<file path="src/rtl/fmap_stream_tx.sv">
// fmap_stream_tx: reads a feature-map tile from a synchronous-read buffer
// and emits it as an AXI4-Stream, one line per tlast, with full backpressure.
// Optional: define FMAP_STREAM_TX_TUSER_SOF_EN to add m_axis_tuser, a
// start-of-frame flag on the first beat of each transfer.
module fmap_stream_tx #(
   parameter int DATA_WIDTH = 16,
   parameter int ADDR_WIDTH = 12,
   parameter int LEN_WIDTH  = 12
) (
   input  logic                  clk,
   input  logic                  rst_n,
   input  logic                  start,
   input  logic [ADDR_WIDTH-1:0] base_addr,
   input  logic [LEN_WIDTH-1:0]  line_len,
   input  logic [LEN_WIDTH-1:0]  num_lines,
   output logic                  busy,
   output logic                  done,
   output logic                  mem_rd_en,
   output logic [ADDR_WIDTH-1:0] mem_rd_addr,
   input  logic [DATA_WIDTH-1:0] mem_rd_data,
   output logic [DATA_WIDTH-1:0] m_axis_tdata,
   output logic                  m_axis_tvalid,
   input  logic                  m_axis_tready,
   output logic                  m_axis_tlast
`ifdef FMAP_STREAM_TX_TUSER_SOF_EN
   ,
   output logic                  m_axis_tuser
`endif
);

   localparam logic [ADDR_WIDTH-1:0]  ADDR_ONE = 1;
   localparam logic [LEN_WIDTH-1:0]   LEN_ONE  = 1;
   localparam logic [2*LEN_WIDTH-1:0] TOT_ONE  = 1;

   typedef enum logic [1:0] {IDLE, READ, DRAIN, FINISH} state_t;

   state_t                  state, state_nx;
   logic [ADDR_WIDTH-1:0]   addr;
   logic [LEN_WIDTH-1:0]    len_q;
   logic [LEN_WIDTH-1:0]    beat_cnt;
   logic [2*LEN_WIDTH-1:0]  remaining;
   logic                    inflight;
   logic                    infl_last;
   logic [1:0]              count;
   logic [1:0]              occ;
   logic                    wr_ptr, rd_ptr;
   logic [DATA_WIDTH-1:0]   buf_data [2];
   logic                    buf_last [2];
   logic                    issue, hs, byp, fifo_push, fifo_pop, beat_last;
   logic                    src_mem;
`ifdef FMAP_STREAM_TX_TUSER_SOF_EN
   logic                    first_q;
   logic                    infl_sof;
   logic                    buf_sof [2];
`endif

   // occupancy = buffered entries plus the read whose data lands this cycle
   assign occ       = count + {1'b0, inflight};
   assign issue     = (state == READ) && (occ < 2'd2);
   assign beat_last = (beat_cnt == (len_q - LEN_ONE));
   assign src_mem   = (count == 2'd0);
   assign m_axis_tvalid = (count != 2'd0) | inflight;
   assign hs        = m_axis_tvalid & m_axis_tready;
   // bypass: buffer empty, fresh read data goes straight out
   assign byp       = src_mem & inflight & m_axis_tready;
   assign fifo_push = inflight & ~byp;
   assign fifo_pop  = (count != 2'd0) & m_axis_tready;

   assign mem_rd_en    = issue;
   assign mem_rd_addr  = addr;
   assign m_axis_tdata = (src_mem && inflight) ? mem_rd_data : buf_data[rd_ptr];
   assign m_axis_tlast = (src_mem && inflight) ? infl_last   : buf_last[rd_ptr];
`ifdef FMAP_STREAM_TX_TUSER_SOF_EN
   assign m_axis_tuser = (src_mem && inflight) ? infl_sof    : buf_sof[rd_ptr];
`endif

   // state register
   always_ff @(posedge clk or negedge rst_n) begin
      if (!rst_n) state <= IDLE;
      else        state <= state_nx;
   end

   // next-state and status outputs
   always_comb begin
      state_nx = state;
      busy     = 1'b0;
      done     = 1'b0;
      unique case (state)
         IDLE: begin
            // zero-length transfers pass through DRAIN so done lands two cycles after start
            if (start) begin
               if ((line_len == '0) || (num_lines == '0)) state_nx = DRAIN;
               else                                       state_nx = READ;
            end
         end
         READ: begin
            busy = 1'b1;
            if (issue && (remaining == TOT_ONE)) state_nx = DRAIN;
         end
         DRAIN: begin
            busy = 1'b1;
            // leave as soon as the last beat handshakes so done follows it directly
            if ((occ == 2'd0) || ((occ == 2'd1) && hs)) state_nx = FINISH;
         end
         FINISH: begin
            done     = 1'b1;
            state_nx = IDLE;
         end
         default: state_nx = IDLE;
      endcase
   end

   // operand latch, address/beat/total counters and in-flight read tag
   always_ff @(posedge clk or negedge rst_n) begin
      if (!rst_n) begin
         addr      <= '0;
         len_q     <= '0;
         beat_cnt  <= '0;
         remaining <= '0;
         inflight  <= 1'b0;
         infl_last <= 1'b0;
`ifdef FMAP_STREAM_TX_TUSER_SOF_EN
         first_q   <= 1'b0;
         infl_sof  <= 1'b0;
`endif
      end else begin
         inflight <= issue;
         if (issue) begin
            infl_last <= beat_last;
`ifdef FMAP_STREAM_TX_TUSER_SOF_EN
            infl_sof  <= first_q;
`endif
         end
         if ((state == IDLE) && start) begin
            addr      <= base_addr;
            len_q     <= line_len;
            beat_cnt  <= '0;
            remaining <= {{LEN_WIDTH{1'b0}}, line_len} * {{LEN_WIDTH{1'b0}}, num_lines};
`ifdef FMAP_STREAM_TX_TUSER_SOF_EN
            first_q   <= 1'b1;
`endif
         end else if (issue) begin
            addr      <= addr + ADDR_ONE;
            beat_cnt  <= beat_last ? '0 : (beat_cnt + LEN_ONE);
            remaining <= remaining - TOT_ONE;
`ifdef FMAP_STREAM_TX_TUSER_SOF_EN
            first_q   <= 1'b0;
`endif
         end
      end
   end

   // two-entry skid buffer catching read data that cannot leave immediately
   always_ff @(posedge clk or negedge rst_n) begin
      if (!rst_n) begin
         count  <= '0;
         wr_ptr <= 1'b0;
         rd_ptr <= 1'b0;
         for (int unsigned i = 0; i < 2; i++) begin
            buf_data[i] <= '0;
            buf_last[i] <= 1'b0;
`ifdef FMAP_STREAM_TX_TUSER_SOF_EN
            buf_sof[i]  <= 1'b0;
`endif
         end
      end else begin
         if (fifo_push) begin
            buf_data[wr_ptr] <= mem_rd_data;
            buf_last[wr_ptr] <= infl_last;
`ifdef FMAP_STREAM_TX_TUSER_SOF_EN
            buf_sof[wr_ptr]  <= infl_sof;
`endif
            wr_ptr <= ~wr_ptr;
         end
         if (fifo_pop) rd_ptr <= ~rd_ptr;
         count <= count + {1'b0, fifo_push} - {1'b0, fifo_pop};
      end
   end

endmodule

</file>
<file path="config.mk">
export PLATFORM = sky130hd
export DESIGN_NAME = fmap_stream_tx
export DESIGN_NICKNAME = d
export VERILOG_FILES = /design/src/rtl/fmap_stream_tx.sv
export SDC_FILE = /design/constraint.sdc
export NUM_CORES = 1
export LEC_CHECK = 0
export ABC_AREA = 1
export CELL_PAD_IN_SITES_DETAIL_PLACEMENT = 1
export CELL_PAD_IN_SITES_GLOBAL_PLACEMENT = 2
export CORE_MARGIN = 5
export CORE_UTILIZATION = 38
export CTS_CLUSTER_SIZE = 12
export DETAILED_ROUTE_END_ITERATION = 7
export GPL_TIMING_DRIVEN = 1
export PLACE_DENSITY = 0.89
export RECOVER_POWER = 25
export SYNTH_ARGS = -nofsm -noshare
export SYNTH_HDL_FRONTEND = slang
export SYNTH_SLANG_ARGS = --single-unit
</file>
<file path="constraint.sdc">
create_clock -name clk -period 2.65 [get_ports clk]
set_input_delay 0.53 -clock clk [delete_from_list [all_inputs] [get_ports clk]]
set_output_delay 0.53 -clock clk [all_outputs]
set_load 0.01 [all_outputs]
</file>
Word-level counts from Yosys, hierarchy flattened
Index checks and enable logic that the tools add are counted.
Storage, ports and cells
  register bits after elaboration: 102
  word-level logic and storage cells: 91
Operators by class
  $add $sub $neg: 7
  $mul: 1
  $lt $le $gt $ge: 4
  equal/unequal tests: 9
  multiplexer cells: 28
  bitwise logic cells: 11
  reductions and logical operators: 17
Operators by type and width (count)
  $mux W16: 5
  $mux W12: 5
  $mux W24: 2
  $bwmux W32: 1
  $add A12 B1 Y12 const B: 2
  $eq A24 B1 Y1 const B: 1
  $logic_not A12 Y1: 2
  $mul A12 B12 Y24: 1
  $sub A24 B1 Y24 const B: 1
  $demux W16 S1: 1
  $eq A12 B12 Y1: 1
  $sub A12 B1 Y12 const B: 1
  $mux W2: 4
  $pmux W2 S4: 1
  $mux W1: 7
  $logic_and A1 B1 Y1: 6
  $logic_not A2 Y1: 3
  $and A1 B1 Y1: 5
  $add A2 B1 Y2: 2
  $eq A2 B1 Y1 const B: 2
  $eq A2 B2 Y1 const B: 2
  $ge A2 B2 Y1 const B: 2
  $ne A2 B2 Y1 const B: 2
  $not A1 Y2: 2
  12 further kinds: 16

Longest topological paths before layout
Gate-level depths: netlist (run 1).
  word-level depth: 7
  depth in mapped cells: 24
  depth with buffers taken out: 23

Worst setup path before layout (run 1)
No wires, ideal clock.
  path type: input-to-reg
  from: input port num_lines[5]
  to: register remaining[15]
  library setup time: 0.118 ns
  data arrival time: 4.691 ns
  path slack: -2.158 ns
  stages: 21
  path buffers: 1
  cells stage by stage: clkbuf_1 > nand2_1 > fa_1 > fa_1 > fa_1 > inv_1 > fa_1 > inv_1 > fa_1 > inv_1 > ha_1 > nand2_1 > inv_1 > nand2_1 > nand2_1 > a21oi_1 > o21ai_0 > nand2_1 > nand2_1 > o21bai_1 > inv_1
On the way
  cells in the longest elaborated chain, start to end: 2
RTL lines
  from (decl): line 15  | input logic [LEN_WIDTH-1:0] num_lines,
  $mul A12 B12 Y24: line 138  | remaining <= {{LEN_WIDTH{1'b0}}, line_len} * {{LEN_WIDTH{1'b0}}, num_lines};
  $mux W24: line 134  | if ((state == IDLE) && start) begin
  to (signal assigned): line 138
  to (signal assigned): line 145  | remaining <= remaining - TOT_ONE;
  to (decl): line 41  | logic [2*LEN_WIDTH-1:0] remaining;
Every way passes these cells.
A chain may end at the register's enable or synchronous reset.

Worst setup path after layout (run 1)
  from: input port num_lines[8]
  to: register remaining[15]
Same word-level chain as after synthesis.

==> impl_metrics.toml, run 1 <==
[route]
drc = 0
routedWlPerCell_um = 17.46
postRouteWirelength_um = 37480
drtPass1Iterations = 5
viasPerCell = 5.083
initialDrtViolationCount = 459
vias = 10910
antenna_left = 0

[run]
max_cap_violations = 0

[logic_synthesis]
synth_area_um2 = 11120
synth_compound_area_share_pct = 7.806
synth.distinct_cells = 45
synth_edf_count = 0
synth-xor-area-share_pct = 2.441
ys_seq_elements = 102
synth-adder-area-share_pct = 26.43
dominantRegCellSynth = "dfrtp_1"
synth_mux_area_share_pct = 1.620
synth_fp_nets = 1762
synthCells = 1531
synth_seq_area_share_pct = 22.94
yosys.area_share.simple_pct = 26.86
syn_area_per_cell_um2 = 7.266
async_flop_share_pct = 100.0
ys_warn_count = 0
synth_top_family_by_area = "simple AND/OR/NAND/NOR gates"

[critical_path]
cp-start-kind = "input port"
r2r_start = "inflight$_DFF_PN0_"
path_buf_inv = 8
r2r_cells = 10
critPathMaxFanout = 4
critPathArrivalTime_ps = 4790
ff2ff_setup_slack_ps = 240
worstSetupPathType = "input port to flop"
crit_required_ps = 2900
cp_cell_sequence = "buf_4 > buf_6 > nand2_2 > inv_2 > fa_1 > fa_1 > fa_1 > fa_1 > inv_2 > fa_1 > inv_2 > ha_4 > a21oi_4 > inv_2 > a21oi_4 > buf_4 > o21ai_1 > nand2_1 > nand2_1 > o21bai_1 > inv_1"
crit_start = "num_lines[8]"
r2r_end = "remaining[7]$_DFFE_PN0P_"
slowest_stage = "fa_1"
end_kind = "flop"
path_common_cell = "fa_1"
max_stage_delay_ps = 580
crit_family = "adder cells"

[clock_tree]
cts_buffers = 9
path_clk_slew_ps = 80
insertion_delay_ps = 360
cts-htree-levels = 3
cts_sinks = 102
postCtsHoldBufs = 0
cts_tree = "built"
cts_root_buf = "clkbuf_16"
cts.path.max_buffers = 2

[floorplanning]
initial_utilization_pct = 38.65
die_w_um = 181.1
core_area_um2 = 28780
rows = 62
ios = 89
dieHeight_um = 181.1
dieArea_um2 = 32800

[timing]
skew_ps = 10.84
fin_ws_ps = -1896
timing.fmax_ghz = 0.2200
hold_viol_final = 0
worstMarginPinSlew_ps = 1212
finalCritPeriodShare_pct = 171.5
maxSlewHeadroom_pct = 19.18
fin_crit_ps = 4546
grt_setup_unrepaired = "true"
drv_slew = 0
setup_viol = 20
fin_tns_setup_ps = -31030

[pwr]
power_density_nw_per_um2 = 1298
power_leakage_uw = 0.007855
ir_worst_vdd_mv = 0.9702
power_uw = 19620

[finish]
n_antenna_cell = 0
final_layout_size_suffix_gt1_share_pct = 27.13
nNetsFinal = 1988
stdcell_area_um2 = 15120
syn2layout_area_growth_pct = 35.88
final_cells = 2146

[placed_design]
dp_slack_ps = -2773
dp_cells = 2073
globalplace.congestion = 0.8406
postPlaceCellArea_um2 = 13600
post-dp-hpwl_um = 27330
io_buffers = 88

[status]
failed_checks = "setup timing"
status = "finished with violations"

[grt]
first_global_vias = 12110
antenna_found_initial = 0
gr-usage-all-layers_pct = 22.67
overflow = 0
grt_max_degree = 51
grt_pass1_wl_um = 61370

[worst_hold_path]
hold_class = "input port to async pin"
worst max path at each step:
stage,end,cells past startpoint
detailed placement,remaining[22]$_DFFE_PN0P_,19
global route,remaining[15]$_DFFE_PN0P_,21
floorplan,remaining[19]$_DFFE_PN0P_,20
finish,remaining[15]$_DFFE_PN0P_,21
CTS,remaining[19]$_DFFE_PN0P_,21
global placement,remaining[22]$_DFFE_PN0P_,19
cells by family after synthesis:
family | after synthesis
simple gates | 710
xor+xnor | 31
compound gates | 152
flops | 102
buf+inv | 345
mux | 16
fa+ha+maj | 175
routing by layer:
layer  GRT usage [%]  vias to the layer above  share of wire, %
li1                -                     5167                 -
met1           27.52                     5506                42
met2           42.16                      165                53
met3           2.473                       70               2.2
met4           6.725                        0               2.7
met5               0                        -                 0
synthesized netlist by cell type (20+ instances only):
master	instances	area [um2]
o21ai_0	52	260.3
fa_1	100	2002
a21oi_1	45	225.2
xor2_1	24	210.2
dfrtp_1	102	2552
clkbuf_1	38	142.6
a31oi_1	20	125.1
inv_1	287	1077
ha_1	75	938.4
nand2_1	452	1697
nand3_1	64	320.3
nor2_1	116	435.4
through the flow:
stage | hold WS (ps) | utilization [%]
3_5_place_dp | 459.7 | 47.24
6_report | 372.5 | 52.52
5_1_grt | 468.8 | 52.52
4_1_cts | 190.2 | 51.24
2_1_floorplan | 234.4 | -
3_3_place_gp | 454.0 | 47.24
worst register-to-register path: stages, from the launching register on:
cell      delay, ps
dfrtp_1         420
ha_1            220
xor2_1          190
nor2_2          250
buf_4           160
buf_4           150
inv_2            50
nand2_2         270
buf_4           300
nor2_1           70
a311oi_1        250
cell usage in the layout (no fill, tap or decap), types with 46 or more instances in the layout:
cell,instances
buf_4,126
inv_2,53
nand2_1,381
clkdlybuf4s50_1,46
nand2_2,60
nand3_1,50
buf_6,49
inv_1,239
fa_1,85
nor2_1,103
ha_1,56
dfrtp_1,102
where the power goes:
group | internal (uW) | switching [uW]
sequential | 2250 | 620
combinational | 6710 | 8590
clock | 758 | 693
area by class of cell:
| type | instances | area (um2) |
|---|---|---|
| fillers | 3511 | 13660 |
| flip-flops and latches | 102 | 2552 |
| multi-input cells | 1084 | 8183 |
| repair buffers | 264 | 2470 |
| clock inverters | 7 | 91.34 |
| well taps | 384 | 480.5 |
| inverters | 296 | 1114 |
| clock buffers | 9 | 225.2 |
registers in the layout, indices dropped and copies added (netlist names), 2 cells and up:
register and flops:
beat_cnt 12, buf_data 32, buf_last 2, count 2
len_q 12, mem_rd_addr 12, remaining 24, state 2
repair_timing:
item | 4_1_cts | 5_1_grt
cloned | 1 | 0
buffers inserted | 45 | 16
pin swaps | 113 | 81
setup endpoints to repair | 28 | 32
resized for setup | 262 | 92
Power figures use the tool's default switching activity.
==> run 2: changes to the inputs <==
Settings changed: CTS_CLUSTER_SIZE 12 to unset.
==> results of run 2 <==
Final layout, timing and power as in run 1 (identical DEF).
==> run 3: changes to the inputs <==
Settings changed: CELL_PAD_IN_SITES_DETAIL_PLACEMENT 1 to 0, CORE_UTILIZATION 38 to 31, PLACE_DENSITY 0.89 to 0.77.
Clock period 2.65 ns to 4.07 ns, I/O delays scaled along.
==> run 3 against run 2 <==
Net effect: the flow still finishes with violations (setup timing); cell area is 1.2% lower; routed wire length is 15% lower; worst hold slack better by 100 ps; global-route usage is 6.0 points lower; die area is 21% higher; via count is 6.0% lower; combinational power is 41% lower; flip-flop and latch count stayed put; register-to-register slack better by 1000 ps; utilization is 10 points lower; sequential share of layout area is 0.21 points higher; largest cell class unchanged.
==> impl_metrics.toml, run 3 (synthesized netlist as in run 1, its figures left out) <==
[route]
viasPerCell = 4.649
postRouteWirelength_um = 31990
antenna_left = 0
drc = 0
initialDrtViolationCount = 382
routedWlPerCell_um = 14.51
drtPass1Iterations = 5
vias = 10250

[finish]
regMostFlops = "buf_data"
syn2layout_area_growth_pct = 34.25
fillCellCount = 3708
stdcell_area_um2 = 14930
mostFrequentLayoutCell = "nand2_1"
final_cells = 2205
nNetsFinal = 1970
n_antenna_cell = 0
reg_top3 = "buf_data: 32 flops, remaining: 24 flops"
largest_reg_flops = 32
final_layout_size_suffix_gt1_share_pct = 24.43
final_cell_mix = "nand2_1 (394), inv_1 (245), buf_4 (118), nor2_1 (107), dfrtp_1 (102)"

[status]
status = "finished with violations"
failed_checks = "setup timing"

[worst_hold_path]
hold_class = "flop to flop"

[placed_design]
io_buffers = 88
post-dp-hpwl_um = 24770
dp_slack_ps = -1552
dp_cells = 2135
postPlaceCellArea_um2 = 13580
globalplace.congestion = 0.8477

[grt]
antenna_found_initial = 0
overflow = 0
grt_max_degree = 54
gr-usage-all-layers_pct = 16.66
first_global_vias = 10610
grt_pass1_wl_um = 53650

[timing]
timing.fmax_ghz = 0.2145
grt_setup_unrepaired = "true"
fin_worst_hold_slack_ps = 472.7
skew_ps = 12.01
fin_crit_ps = 4662
hold_viol_final = 0
fin_ws_ps = -592.0
maxSlewHeadroom_pct = 1.763
drv_slew = 0
worstMarginPinSlew_ps = 1474
setup_viol = 17
finalCritPeriodShare_pct = 114.5

[floorplanning]
core_area_um2 = 35480
ios = 89
rows = 69
dieArea_um2 = 39770
die_w_um = 199.4
initial_utilization_pct = 31.35
dieHeight_um = 199.4

[pwr]
ir_worst_vdd_mv = 0.5637
power_uw = 11760
power_density_nw_per_um2 = 787.3
power_leakage_uw = 0.007628

[critical_path]
cp-start-kind = "input port"
worstSetupPathType = "input port to flop"
critPathArrivalTime_ps = 4920
critPathMaxFanout = 4
max_stage_delay_ps = 600
cp_cell_sequence = "buf_8 > buf_6 > nand2_2 > inv_2 > fa_1 > fa_1 > fa_1 > fa_1 > inv_1 > fa_1 > inv_2 > ha_4 > a21oi_4 > buf_6 > o21ai_2 > buf_4 > a21oi_2 > inv_1 > nand2_1 > nand3_1 > nand2_1 > nand2_1"
crit_required_ps = 4330
end_kind = "flop"
slowest_stage = "fa_1"
path_common_cell = "fa_1"

[clock_tree]
postCtsHoldBufs = 0
insertion_delay_ps = 360
cts_tree = "built"
cts-htree-levels = 3
cts.path.max_buffers = 2
cts_sinks = 102
cts_root_buf = "clkbuf_16"
cts_buffers = 9
path_clk_slew_ps = 70

[run]
max_cap_violations = 0
run 3: changes by cell type in the layout (fill, tap and decap cells not counted), sizes merged:
cell | before | now
buf | 191 | 175
clkdlybuf4s50 | 46 | 62
dlymetal6s2s | 10 | 0
dlygate4sd2 | 10 | 3
bufinv | 1 | 0
clkdlybuf4s15 | 1 | 0
dlygate4sd3 | 0 | 1
run 3: worst paths after layout:
path,slack (ps),cells past startpoint,startpoint,endpoint
max,-590,22,line_len[4],remaining[16]$_DFFE_PN0P_
min,470,2,buf_data[21]$_DFFE_PN0P_,buf_data[21]$_DFFE_PN0P_
max reg2reg,1270,9,inflight$_DFF_PN0_,remaining[7]$_DFFE_PN0P_
min reg2reg,470,2,buf_data[21]$_DFFE_PN0P_,buf_data[21]$_DFFE_PN0P_
max in group asynchronous,1300,2,rst_n,state[1]$_DFFE_PN0P_
min in group asynchronous,780,1,rst_n,beat_cnt[3]$_DFFE_PN0P_
run 3: report_power, final:
group          leakage (uW)  switching (uW)  internal [uW]
combinational       0.00624            5010           4050
clock              0.000136             427            426
sequential          0.00125             379           1460
total               0.00763            5820           5940
run 3: layer usage:
layer / part of all wire, % / vias to the layer above / track usage (%)
met5: 0 / - / 0
met4: 1.3 / 0 / 2.994
met3: 2.9 / 22 / 1.922
met2: 50 / 115 / 29.58
met1: 46 / 4980 / 22.20
li1: - / 5134 / -
run 3: worst max-delay path, delay by kind of cell:
family,cells,cell delay [ps]
fa+ha+maj,6,2780
buf+inv,8,660
compound gates,3,340
simple gates,5,320
run 3: stage by stage:
stage	utilization [%]	TNS, ps
6_report	42.09	-7915
5_1_grt	42.09	-10600
4_1_cts	41.25	-9159
3_5_place_dp	38.27	-24310
3_3_place_gp	38.27	-23950
2_1_floorplan	-	-7360
run 3: repair_timing:
action	CTS	global route
setup endpoints to repair	19	18
pin swaps	87	79
gates cloned	1	0
hold endpoints to repair	0	0
resized for setup	205	99
setup buffers	49	13
run 3: layout make-up:
type	count	area [um2]	area share (%)
clock buffer	10	229.0	1.533
clock inverter	6	55.05	0.3686
inverter	296	1119	7.490
multi-input combinational	1084	8046	53.88
sequential	102	2552	17.09
tap	461	576.8	3.862
timing repair buffer	246	2356	15.78
